File: config.mk
export PLATFORM = sky130hd
export DESIGN_NAME = fetch_unit
export DESIGN_NICKNAME = d
export VERILOG_FILES = /design/src/rtl/fetch_unit.sv
export SDC_FILE = /design/constraint.sdc
export NUM_CORES = 1
export LEC_CHECK = 0
export CAP_MARGIN = 10
export CORE_UTILIZATION = 25
export CTS_BUF_LIST = sky130_fd_sc_hd__clkbuf_8
export CTS_CLUSTER_DIAMETER = 30
export DETAILED_ROUTE_END_ITERATION = 8
export HOLD_SLACK_MARGIN = 0.05
export SLEW_MARGIN = 20
export SYNTH_ARGS = -nofsm -noshare
export SYNTH_HDL_FRONTEND = slang
export SYNTH_SLANG_ARGS = --single-unit
File: constraint.sdc
create_clock -name clk -period 5.2 [get_ports clk]
set_clock_uncertainty 0.15 [all_clocks]
set_input_delay 1.3 -clock clk [delete_from_list [all_inputs] [get_ports clk]]
set_output_delay 1.3 -clock clk [all_outputs]
set_load 0.1 [all_outputs]
File: src/rtl/fetch_unit.sv
// Instruction-fetch and next-PC stage: owns the PC, fetches over a req/ready
// handshake, holds the instruction until execute completes it, then redirects.
module fetch_unit #(
    parameter logic [31:0] RESET_PC = 32'h0000_0000
) (
    input  logic        clk,
    input  logic        reset_n,
    output logic        imem_req,
    output logic [31:0] imem_addr,
    input  logic [31:0] imem_rdata,
    input  logic        imem_ready,
    output logic [31:0] instr,
    output logic [5:0]  opcode,
    output logic        instr_valid,
    output logic [31:0] pc,
    output logic [31:0] pc_plus4,
    input  logic        ex_done,
    input  logic        jump,
    input  logic        jump_reg,
    input  logic        branch,
    input  logic        brchne,
    input  logic        bgtz,
    input  logic        bltz,
    input  logic        blez,
    input  logic        alu_zero,
    input  logic [31:0] rs_val,
    output logic        misaligned,
    output logic [31:0] instr_count
);

    typedef enum logic [1:0] {
        S_RESET,
        S_FETCH,
        S_HOLD
    } state_t;

    state_t      state;
    logic [31:0] next_pc;
    logic [31:0] branch_offset;
    logic        taken;
    logic        rs_zero;
    logic        rs_neg;

    assign pc_plus4  = pc + 32'd4;
    assign opcode    = instr[31:26];
    assign imem_addr = pc;
    assign imem_req  = (state == S_FETCH);

    // Priority jr > j > taken branch > fall-through; lower-priority inputs are
    // never consulted once a higher one is set, so X on them is harmless.
    always_comb begin
        rs_zero       = (rs_val == 32'd0);
        rs_neg        = rs_val[31];
        branch_offset = {{14{instr[15]}}, instr[15:0], 2'b00};
        taken         = (branch & alu_zero)
                      | (brchne & ~alu_zero)
                      | (bgtz & ~rs_neg & ~rs_zero)
                      | (blez & (rs_neg | rs_zero))
                      | (bltz & rs_neg);
        next_pc       = pc_plus4;
        if (jump_reg) begin
            next_pc = {rs_val[31:2], 2'b00};
        end else if (jump) begin
            next_pc = {pc_plus4[31:28], instr[25:0], 2'b00};
        end else if (taken) begin
            next_pc = pc_plus4 + branch_offset;
        end
    end

    always_ff @(posedge clk or negedge reset_n) begin
        if (!reset_n) begin
            state       <= S_RESET;
            pc          <= RESET_PC;
            instr       <= 32'd0;
            instr_valid <= 1'b0;
            misaligned  <= 1'b0;
            instr_count <= 32'd0;
        end else begin
            misaligned <= 1'b0;
            case (state)
                S_RESET: state <= S_FETCH;
                S_FETCH: begin
                    if (imem_ready) begin
                        instr       <= imem_rdata;
                        instr_valid <= 1'b1;
                        state       <= S_HOLD;
                    end
                end
                S_HOLD: begin
                    if (ex_done) begin
                        pc          <= next_pc;
                        instr_valid <= 1'b0;
                        instr_count <= instr_count + 32'd1;
                        misaligned  <= jump_reg & (|rs_val[1:0]);
                        state       <= S_FETCH;
                    end
                end
                default: state <= S_RESET;
            endcase
        end
    end

endmodule

==> impl_metrics.ini, run 1 <==
[grt]
grt_antenna_before_repair = 1
grt_pass1_wl_um = 38610
grt_max_degree = 54
first_global_vias = 6565
grt_use_total_pct = 17.54
grt_overflow = 0

[logic_synthesis]
synth_cell_type_count = 68
synth.avg_cell_area_um2 = 9.038
synth_ff_type = dfrtp_1
synthesized_area_mm2 = 0.007113
ys_warnings = 0
synth.yosys.seq_area_share_pct = 34.48
number_of_enable_flip_flop_cells_after_synthesis = 0
synth_seq_cells = 98
netlist_instances = 787
proportion_of_synthesized_flip_flops_having_asynchronous_set_or_reset_pct = 100.0

[timing]
hold_viol_final = 0
final_max_slew_viol_count = 0
post-route-period-util_pct = 87.42
relSlewSlack_pct = 27.12
worst_pin_slew_ns = 1.090
setup_violations = 0
fmax_mhz = 220.0
grt_setup_unrepaired = false
layout_min_cycle_time_ns = 4.546

[critical_path]
cp_class = reg -> reg
crit_required_ns = 5.33
crit_path_start = imem_addr[3]
startpoint_kind_of_the_worst_setup_timing_path = flop
worst_setup_path_end_kind = flop
critical_path_arrival_ns = 4.68
critPathMaxFanout = 8
setup.reg_to_reg.worst_slack_ns = 0.65
worst_r2r_startpoint = imem_addr[3]

[clock_network]
cts_repair_resize_count = 0
clkTransAtPathRegs_ns = 0.12
cts.repair_timing.setup_buffer_count = 0
hold_buf_count_cts = 0
htreeDepth = 3
clock_tree.root_cell = clkbuf_8
cts_sinks = 98
tritoncts_clock_tree = done
clock_path_buffers = 2
cts_made_buffers = 9
clk_latency_ns = 0.40

[detailed_routing]
detail_route.vias_per_cell = 4.988
drt_wl_total_um = 25530
drc = 0
antenna_violating_nets_post_route = 0
wire_per_inst_um = 18.70
drt_pass1_iterations = 5
vias = 6809
detail_route.iter0.violations = 458

[cells_and_area]
multi_input_gate_area_mm2 = 0.004427
antenna-diode-count = 0
drive_above_1_share_pct = 12.66
final_cell_mix = clkdlybuf4s50_1, dfrtp_1, nand2_1
sequential_cell_area_mm2 = 0.002452
stdcell_area_mm2 = 0.01003
flow.area_growth_from_synthesis_pct = 40.95
fillerInstances = 2855
most_common_library_cell_in_the_layout_ignoring_fill_and_taps = clkdlybuf4s50_1
final_nets = 1099

[worst_hold_path]
holdCritPathClass = reg -> reg
hold_start = instr_count[31]

[floorplan]
initial_core_util_pct = 25.53
top_level_ports = 245
die-height_um = 170.7
fp.coreArea_mm2 = 0.02786
die_w_um = 170.7
fp-row-count = 61
die-area_mm2 = 0.02913

[run_status]
outcome = complete, no violations

[job]
max_cap_viol_count = 0

[place]
number_of_port_buffers = 238
hpwl_after_detailed_placement_um = 19790
placed_cell_area_mm2 = 0.009821
gp_congestion = 0.9128
## path summary, 6_finish.rpt
path                       depth (start not counted)         endpoint
max                                               16    imem_addr[27]
min                                                1  instr_count[31]
max reg2reg                                       16    imem_addr[27]
min reg2reg                                        1  instr_count[31]
max in group asynchronous                          2        instr[13]
min in group asynchronous                          2        instr[17]
## state kept, by name (all words and copies together), names as in the netlist
name         flops
imem_addr       30
state            2
instr           32
instr_valid      1
instr_count     32
misaligned       1
## kinds of logic after synthesis
logic type,Yosys count,synth area share (%)
xor+xnor,75,9.235
flops,98,34.48
buf+inv,87,6.860
compound gates,198,18.43
fa+ha+maj,41,7.318
other cells,1,0.05272
mux,41,6.333
simple gates,246,17.29
## cell type report
class / instances / area share [%]
Timing Repair Buffer: 247 / 23.91
Multi-Input combinational cell: 607 / 44.15
Clock buffer: 9 / 1.235
Tap cell: 378 / 4.717
Inverter: 19 / 0.7113
Clock inverter: 7 / 0.8112
Sequential cell: 98 / 24.46
## per-stage QoR
step / setup WS, ns / setup TNS [ns] / cells / hold WS [ns] / utilization [%]
floorplan: -0.04940 / -0.04940 / 792 / 0.3666 / -
global placement: 0.6424 / 0 / 1349 / 0.3106 / 35.25
detailed placement: 0.6909 / 0 / 1349 / 0.3172 / 35.25
CTS: 0.6561 / 0 / 1365 / 0.3373 / 35.99
global route: 0.3889 / 0 / 1365 / 0.3725 / 35.99
finish: 0.6540 / 0 / 1365 / 0.3267 / 35.99
## routing by layer
layer  share of wire [%]  routed length [um]  global-route usage, %
met5                   0                   0                      0
met4                 1.2                 310                  4.152
met3                 7.0                1798                  3.169
met2                  47               11950                  29.16
met1                  45               11470                  23.43
## worst max-delay path, cell delays in order, from the launching register on
cell     delay [ns]
dfrtp_1        0.56
ha_1           0.28
and3_1         0.38
nand2_1        0.17
nor2_2         0.32
and3_1         0.30
xor2_4         0.19
ha_1           0.34
nand4_1        0.18
nor3_1         0.08
and4_1         0.19
a32o_1         0.27
o211a_1        0.24
or3_1          0.30
a311o_1        0.31
o21ai_1        0.08
o21ai_1        0.07
## synth_stat cells, drive strengths merged, types with 3 or more instances
cell type  instances  area share (%)
nand4             16             1.4
clkbuf            18            0.95
and3              25             2.2
dfrtp             98              34
a211oi            12             1.4
mux2              32             5.1
nand2             70             3.7
buf               50             4.9
nor2              50             2.7
or3                7            0.62
nand3             31             2.2
inv               19             1.0
nor4               9            0.79
a211o              6            0.76
nand2b             7            0.62
a221oi             4            0.49
xor2              23             2.8
o21bai             5            0.53
mux2i              9             1.3
a21o              17             1.8
nor2b              3            0.26
a21oi             52             3.8
o21a               9            0.95
nor3              10            0.77
and2               5            0.44
o211ai             6            0.63
xnor2             52             6.4
and4               9             1.1
a31oi              6            0.62
ha                40             7.0
a221o              3            0.42
o21ai             54             3.9
Power of run 1 is left out: the tool's default activity adds up to more than one toggle a clock period on the data nets, which glitch-free logic cannot reach.
==> run 2: changes to the inputs <==
Settings changed: GPL_TIMING_DRIVEN set to 0.
Clock period 5.2 ns to 4.3 ns, I/O delays scaled along.
==> run 2 against run 1 <==
  * Core utilization increased by 2.6 points
  * Flip-flop and latch count is the same
  * Via count rose by 2.6%
  * Sequential share of layout area down 1.1 points
  * Critical path depth is 2 higher
  * Register-to-register slack worse by 0.50 ns
  * Cell area increased by 7.4%
  * Global-route usage grew 0.68 points
  * Fmax is 9.7% higher
  * First-iteration DRC count is 2.4% lower
  * Worst hold slack improved by 0.0025 ns
  * Critical path type unchanged
  * Highest routed layer unchanged
==> impl_metrics.ini, run 2 (synthesis results as in run 1) <==
[run_status]
outcome = complete, no violations

[critical_path]
setup.reg_to_reg.worst_slack_ns = 0.16
critPathMaxFanout = 8
worst_r2r_startpoint = imem_addr[2]
critical_path_arrival_ns = 4.26
crit_required_ns = 4.41
startpoint_kind_of_the_worst_setup_timing_path = flop
cp_class = reg -> reg
worst_setup_path_end_kind = flop
setup.worst_path.end = imem_addr[27]
crit-reg2reg-capture = imem_addr[27]
rr_worst_depth = 18
crit_path_start = imem_addr[2]

[clock_network]
clock_path_buffers = 2
hold_buf_count_cts = 0
htreeDepth = 3
clkTransAtPathRegs_ns = 0.10
tritoncts_clock_tree = done
cts_sinks = 98
clock_tree.root_cell = clkbuf_8
clk_latency_ns = 0.38
cts_made_buffers = 9

[job]
max_cap_viol_count = 0

[timing]
hold_viol_final = 0
layout_min_cycle_time_ns = 4.144
final_max_slew_viol_count = 0
worst_pin_slew_ns = 1.015
hold_ws_ns = 0.3292
fmax_mhz = 241.3
finalWorstSetupSlack_ns = 0.1561
setup_violations = 0
grt_setup_unrepaired = true
post-route-period-util_pct = 96.37
relSlewSlack_pct = 32.14

[cells_and_area]
layoutNonFillerInstCount = 1430
final_nets = 1165
antenna-diode-count = 0
core_util_final_pct = 38.64
most_common_library_cell_in_the_layout_ignoring_fill_and_taps = clkdlybuf4s50_1
flow.area_growth_from_synthesis_pct = 51.33
final_cell_mix = clkdlybuf4s50_1, dfrtp_1, nand2_1
drive_above_1_share_pct = 17.97

[floorplan]
fp.coreArea_mm2 = 0.02786
top_level_ports = 245
initial_core_util_pct = 25.53
fp-row-count = 61
die-height_um = 170.7
die_w_um = 170.7
die-area_mm2 = 0.02913

[detailed_routing]
wire_per_inst_um = 18.61
drt_pass1_iterations = 5
vias = 6983
antenna_violating_nets_post_route = 0
drc = 0
detail_route.iter0.violations = 447
drt_wl_total_um = 26620
detail_route.vias_per_cell = 4.883

[worst_hold_path]
hold_start = instr_count[31]
hold_depth = 1
holdCritPathClass = reg -> reg

[grt]
grt_antenna_before_repair = 0
grt_overflow = 0
first_global_vias = 6931
grt_pass1_wl_um = 40180
grt_max_degree = 52
grt_use_total_pct = 18.22

[place]
place_inst = 1408
number_of_port_buffers = 237
pre_cts_slack_ns = -0.3120
hpwl_after_detailed_placement_um = 21130
gp_congestion = 0.8935
==> run 2: cell types whose count changed in the layout (fill, tap and decap cells not counted), sizes merged, moves of 8 or more <==
| cell | previous run | this run |
|---|---|---|
| buf | 35 | 60 |
| clkbuf | 9 | 30 |
| clkdlybuf4s15 | 0 | 10 |
| dlygate4sd2 | 0 | 8 |
==> run 2: final cells by class <==
type                    instances  area [um2]
fillers                      2812       17090
multi-input cells             607        4638
flip-flops and latches         98        2511
repair buffers                245        2454
well taps                     378       473.0
plain buffers                  68       430.4
clock buffers                  11       151.4
inverters                      19       71.32
clock inverters                 4       35.03
==> run 2: repair_timing <==
item                       CTS  global route
setup buffers                2             5
setup endpoints to repair   24             5
pin swaps                    2             1
resized for setup           49             7
==> run 2: critical path, cell delays in order (launching register included) <==
cell      delay [ns]
dfrtp_4         0.57
ha_4            0.21
and3_1          0.17
clkbuf_4        0.20
nand2_4         0.11
nor2_4          0.04
and3_4          0.20
xor2_4          0.16
ha_1            0.31
clkbuf_8        0.16
nand4_1         0.15
nor3_2          0.07
and4_1          0.19
a32o_1          0.28
o211a_1         0.25
or3_1           0.32
a311o_1         0.34
o21ai_1         0.08
o21ai_1         0.07
==> run 2: how the worst min path moves through the flow <==
stage                                 end  slack [ns]
final                     instr_count[31]        0.33
after global routing      instr_count[31]        0.36
after CTS                 instr_count[31]        0.33
after detailed placement  instr_count[31]        0.31
after global placement    instr_count[31]        0.31
after floorplan                  state[1]        0.37
==> run 2: stage by stage <==
step,setup TNS (ns),instance area [um2]
5_1_grt,-0.009590,10760
3_3_place_gp,-220.97,10480
6_report,0,10760
4_1_cts,0,10710
3_5_place_dp,-1.524,10510
2_1_floorplan,-1.630,7637
==> run 2: layer usage <==
metal	vias to the layer above	wire (um)	track usage (%)
li1	3323	-	-
met1	3356	11820	23.69
met2	261	12480	30.10
met3	43	1636	3.516
met4	0	684	6.110
met5	-	0	0
Power of run 2 is left out for the same reason.
